### config.mk
export PLATFORM = sky130hd
export DESIGN_NAME = ex_hazard_ctrl
export DESIGN_NICKNAME = d
export VERILOG_FILES = /design/src/rtl/core_pkg.sv /design/src/rtl/fwd_cmp.sv /design/src/rtl/ex_hazard_ctrl.sv
export SDC_FILE = /design/constraint.sdc
export NUM_CORES = 1
export LEC_CHECK = 0
export CORE_UTILIZATION = 32
export DETAILED_ROUTE_END_ITERATION = 8
export GPL_ROUTABILITY_DRIVEN = 0
export PLACE_DENSITY = 0.7
export SLEW_MARGIN = 20
export SYNTH_ARGS = -nofsm -noshare
export SYNTH_HDL_FRONTEND = slang
export SYNTH_HIERARCHICAL = 1
export SYNTH_SLANG_ARGS = --single-unit
### constraint.sdc
create_clock -name clk -period 2.9 [get_ports clk]
set_input_delay 0.58 -clock clk [delete_from_list [all_inputs] [get_ports clk]]
set_output_delay 0.58 -clock clk [all_outputs]
set_load 0.005 [all_outputs]
### src/rtl/core_pkg.sv
// Shared pipeline-control definitions for the 5-stage core: forward-select codes,
// hazard FSM state encoding and the default register address width.
package core_pkg;

  localparam int unsigned REG_AW = 5;

  localparam logic [1:0] FWD_RF  = 2'b00;
  localparam logic [1:0] FWD_MEM = 2'b01;
  localparam logic [1:0] FWD_WB  = 2'b10;

  typedef enum logic [1:0] {
    RUN     = 2'd0,
    LSTALL  = 2'd1,
    FLUSH   = 2'd2,
    MC_WAIT = 2'd3
  } state_t;

endpackage

### src/rtl/fwd_cmp.sv
// One ID operand's producer comparison: EX/MEM hit detection and the next
// forward-select code for the matching EX operand mux.
module fwd_cmp
  import core_pkg::*;
#(
  parameter int unsigned REG_AW = core_pkg::REG_AW
) (
  input  logic [REG_AW-1:0] rs,
  input  logic              use_rs,
  input  logic [REG_AW-1:0] ex_rd,
  input  logic              ex_regwrite,
  input  logic              ex_is_load,
  input  logic [REG_AW-1:0] mem_rd,
  input  logic              mem_regwrite,
  output logic              hit_ex,
  output logic [1:0]        sel
);

  logic rs_live;
  logic hit_mem;

  // x0 is hardwired zero and never needs forwarding.
  assign rs_live = use_rs && (rs != '0);
  assign hit_ex  = rs_live && ex_regwrite  && (rs == ex_rd);
  assign hit_mem = rs_live && mem_regwrite && (rs == mem_rd);

  always_comb begin
    sel = FWD_RF;
    if (hit_ex && !ex_is_load) begin
      sel = FWD_MEM;
    end else if (hit_mem) begin
      sel = FWD_WB;
    end
  end

endmodule

### src/rtl/ex_hazard_ctrl.sv
// Hazard/forwarding sequencer: registered EX forward selects plus the FSM that
// sequences load-use stalls, taken-branch flushes and multi-cycle EX waits.
module ex_hazard_ctrl
  import core_pkg::*;
#(
  parameter int unsigned REG_AW       = core_pkg::REG_AW,
  parameter int unsigned FLUSH_CYCLES = 1,
  parameter int unsigned MC_TIMEOUT   = 64
) (
  input  logic              clk,
  input  logic              rst_n,
  input  logic [REG_AW-1:0] id_rs1,
  input  logic [REG_AW-1:0] id_rs2,
  input  logic              id_use_rs1,
  input  logic              id_use_rs2,
  input  logic [REG_AW-1:0] ex_rd,
  input  logic              ex_regwrite,
  input  logic              ex_is_load,
  input  logic [REG_AW-1:0] mem_rd,
  input  logic              mem_regwrite,
  input  logic              ex_br_taken,
  input  logic              ex_mc_start,
  input  logic              mc_done,
  output logic [1:0]        fwd_a_sel,
  output logic [1:0]        fwd_b_sel,
  output logic              stall_pc,
  output logic              stall_ifid,
  output logic              bubble_idex,
  output logic              flush_ifid,
  output logic              hold_ex,
  output logic              mc_timeout_err,
  output logic [1:0]        state_o
);

  localparam int unsigned CNT_W = (MC_TIMEOUT > 4) ? $clog2(MC_TIMEOUT) : 2;

  state_t           state;
  logic [CNT_W-1:0] cnt;
  logic             hit_ex_a;
  logic             hit_ex_b;
  logic [1:0]       sel_a;
  logic [1:0]       sel_b;
  logic             load_use;
  logic             id_advance;

  fwd_cmp #(.REG_AW(REG_AW)) u_cmp_a (
    .rs           (id_rs1),
    .use_rs       (id_use_rs1),
    .ex_rd        (ex_rd),
    .ex_regwrite  (ex_regwrite),
    .ex_is_load   (ex_is_load),
    .mem_rd       (mem_rd),
    .mem_regwrite (mem_regwrite),
    .hit_ex       (hit_ex_a),
    .sel          (sel_a)
  );

  fwd_cmp #(.REG_AW(REG_AW)) u_cmp_b (
    .rs           (id_rs2),
    .use_rs       (id_use_rs2),
    .ex_rd        (ex_rd),
    .ex_regwrite  (ex_regwrite),
    .ex_is_load   (ex_is_load),
    .mem_rd       (mem_rd),
    .mem_regwrite (mem_regwrite),
    .hit_ex       (hit_ex_b),
    .sel          (sel_b)
  );

  assign load_use = (hit_ex_a || hit_ex_b) && ex_is_load;

  // Pipeline controls act in the cycle the hazard is seen, so they decode
  // the current state and live inputs rather than being registered.
  always_comb begin
    stall_pc    = 1'b0;
    stall_ifid  = 1'b0;
    bubble_idex = 1'b0;
    flush_ifid  = 1'b0;
    hold_ex     = 1'b0;
    unique case (state)
      RUN: begin
        if (ex_br_taken) begin
          flush_ifid  = 1'b1;
          bubble_idex = 1'b1;
        end else if (ex_mc_start) begin
          stall_pc = 1'b0;
        end else if (load_use) begin
          stall_pc    = 1'b1;
          stall_ifid  = 1'b1;
          bubble_idex = 1'b1;
        end
      end
      LSTALL: ;
      FLUSH: begin
        flush_ifid  = 1'b1;
        bubble_idex = 1'b1;
      end
      MC_WAIT: begin
        stall_pc   = 1'b1;
        stall_ifid = 1'b1;
        hold_ex    = 1'b1;
      end
      default: ;
    endcase
  end

  assign id_advance = !stall_ifid && !hold_ex;

  always_ff @(posedge clk) begin
    if (!rst_n) begin
      state          <= RUN;
      cnt            <= '0;
      fwd_a_sel      <= FWD_RF;
      fwd_b_sel      <= FWD_RF;
      mc_timeout_err <= 1'b0;
    end else begin
      if (id_advance) begin
        fwd_a_sel <= (bubble_idex || flush_ifid) ? FWD_RF : sel_a;
        fwd_b_sel <= (bubble_idex || flush_ifid) ? FWD_RF : sel_b;
      end
      unique case (state)
        RUN: begin
          if (ex_br_taken) begin
            // The RUN cycle is the first flush cycle; FLUSH covers the rest.
            cnt   <= CNT_W'(FLUSH_CYCLES - 1);
            state <= (FLUSH_CYCLES > 1) ? FLUSH : RUN;
          end else if (ex_mc_start) begin
            cnt   <= '0;
            state <= MC_WAIT;
          end else if (load_use) begin
            state <= LSTALL;
          end
        end
        LSTALL: state <= RUN;
        FLUSH: begin
          cnt <= cnt - CNT_W'(1);
          if (cnt == CNT_W'(1)) state <= RUN;
        end
        MC_WAIT: begin
          if (mc_done) begin
            state <= RUN;
          end else if (cnt == CNT_W'(MC_TIMEOUT - 1)) begin
            mc_timeout_err <= 1'b1;
            state          <= RUN;
          end else begin
            cnt <= cnt + CNT_W'(1);
          end
        end
        default: state <= RUN;
      endcase
    end
  end

  assign state_o = state;

endmodule

==> out/results.tsv <==
metric	value	unit
Hold Fails Final Rpt	0	
HPWL after detailed placement	2.742	mm
Critical-path top delay cell	or4_4	
worst-path maximum fanout	3	
Syn Inst Count	151	
#FFs+latches synth	13	
post-synth design cell area	1250	um^2
global route total overflow	0	
cell area power density	302.1	nW/um^2
Worst Hold Class	flop to flop	
core footprint	3716	um^2
CTS sink cnt	13	
die width	64.50	um
Max Freq	352.8	MHz
Syn Nets	188	
EDFF count, synth	0	
clock skew	0.002059	ns
status	completed	
synth cell count leaders	20 x xnor2_1, 13 x dfxtp_1, 10 x nor2_1	
Synth Flop Type	dfxtp_1	
final wirelength	3.758	mm
largest net degree at the start of global routing	16	
vias in the first global route	1295	
hold slack	0.4664	ns
FFs w/ async S/R, synth	0	
Residual DRC	0	
Yosys top cell area share	0.2082	
die area	4160	um^2
fin nets	251	
worst-path cell chain	dlygate4sd2_1 -> or4_4 -> o211ai_4 -> nor2_2 -> o21ai_2 -> o21bai_1 -> a21o_1 -> buf_2	
DR iter-0 viols	91	
Rel. slew slack	0.6543	
R2R depth	6	
Syn. warnings	6	
Layout area overhead	53.65	%
Port-buffer cells	41	
DRT antenna net count	0	
minimum clock period	2.835	ns
CP endpoint kind	output pin	
CP Data Required Time	2.32	ns
CTS max path bufs	2	
CTS buffer count	3	
antenna violations before repair	0	
DRT Pass-1 Iters	4	
Seq/Total Area, Yosys	0.2082	
CP startpoint kind	primary input	
Total Routing Usage GR	0.1802	
Hold Buf Count CTS	0	
first-pass GRT wire length	5.844	mm
Clock transition at path regs	0.05	ns
maxcap violations	0	
Via Count	1366	
RR Endpoint	cnt[4]	
antenna cells	0	
DR WL/cell	14.40	um
critical path data arrival time	2.25	ns
VDD IR max	0.1531	mV
I/O pins	42	
Fillers	360	
root buf cell	clkbuf_8	
CP Launch Point	id_rs2[4]	
crit share post-route	0.9774	
synthesized area per cell	8.278	um^2
P_leak	0.7327	nW
critical path type	primary input to output pin	
Die Ht	64.50	um
count leader, synth	xnor2_1	
Max Slew Vio Count	0	
Slowest Stage Delay on Critical Path	0.56	ns
# setup viols final	0	
Slew @ Worst Pin	0.5176	ns
CTS tree	yes	
total design power	0.0005802	W
Synth area leaders	dfxtp_1 21%, xnor2_1 14%, ha_1 7.0%	
Initial Util	0.3364	
num rows	22	
worst skew pair latency	0.25	ns
leading area contributor after synthesis	dfxtp_1	
worst reg2reg setup slack	0.89	ns
Final Util	0.5168	
Unique masters post-synth	47	
Critical Path End	bubble_idex	
H-Tree Level Count	1	
setup TNS	0	ns
share of cells above drive strength 1	0.2113	
routed vias/inst	5.234	
Reg2Reg Launch Point	state_o[0]	
cells in the final DEF, fill, tap and decap left out, types with 3 or more instances in the layout:
master	instances
nand2_1	7
and2_1	3
nand3_1	8
nand4_1	5
mux2i_1	3
a211oi_1	3
nor3_2	3
nor2_1	7
a21o_1	3
inv_1	8
clkbuf_8	3
a22o_1	5
buf_4	23
dlygate4sd2_1	8
a31oi_1	4
ha_1	7
nor2_2	3
a21oi_1	7
dfxtp_1	13
xnor2_1	20
clkdlybuf4s50_1	29
cell type report:
class	count	area (um^2)	share of cell area
Multi-Input combinational cell	124	964.7	0.5023
Sequential cell	13	260.3	0.1355
Timing Repair Buffer	64	560.5	0.2919
Inverter	8	30.03	0.01564
Tap cell	48	60.06	0.03127
Clock buffer	4	45.04	0.02345
cell families (layout without fill, tap and decap cells):
group	after synthesis	in the layout	synth area share
buffers and inverters	14	76	0.04705
AND/OR/NAND/NOR	56	56	0.2753
XOR/XNOR	20	20	0.1401
AO/OA/AOI/OAI	38	38	0.2352
adder cells (fa/ha/maj)	7	7	0.07007
flip-flops	13	13	0.2082
multiplexers	3	3	0.02402
flip-flops by register name (all words and copies together), names as in the netlist:
register	count
mc_timeout_err	1
cnt	6
state_o	2
fwd_a_sel	2
fwd_b_sel	2
timing repair:
item,4_1_cts,5_1_grt
buffers inserted,2,3
setup endpoints to repair,3,3
hold endpoints to repair,0,0
resized for setup,15,12
pin swaps,9,11
metrics by stage:
stage	std cells	instance area [um^2]	worst slack, ns
5_1_grt	261	1921	-0.02376
4_1_cts	258	1879	0.007897
3_5_place_dp	252	1827	-0.5239
6_report	261	1921	0.06548
3_3_place_gp	252	1827	-0.4742
2_1_floorplan	151	1250	0.3744
how the worst min path moves through the flow:
stage	start	to	slack, ns	cells after the start
2_1_floorplan	mc_timeout_err	mc_timeout_err	0.46	2
3_3_place_gp	mc_timeout_err	mc_timeout_err	0.45	2
3_5_place_dp	fwd_a_sel[1]	fwd_a_sel[1]	0.46	1
4_1_cts	mc_timeout_err	mc_timeout_err	0.48	2
5_1_grt	fwd_a_sel[1]	fwd_a_sel[1]	0.50	1
6_report	mc_timeout_err	mc_timeout_err	0.47	2
report_power, final:
part           switching [W]  internal, W  total [W]  leakage [nW]
sequential         0.0000126     0.000186   0.000198         0.105
combinational      0.0000988     0.000117   0.000216         0.605
clock              0.0000691    0.0000973   0.000166        0.0228
worst max-delay path, delay by kind of cell:
kind                   cells  cell delay [ns]
buffers and inverters      2             0.37
AND/OR/NAND/NOR            2             0.62
AO/OA/AOI/OAI              4             0.70
layer usage:
metal  wire [um]  global-route usage  part of all wire
met1        1863              0.2420              0.50
met2        1750              0.3013              0.47
met3         135             0.03169             0.036
met4           8             0.03333            0.0021
met5           0                   0                 0
Power figures use the tool's default switching activity.
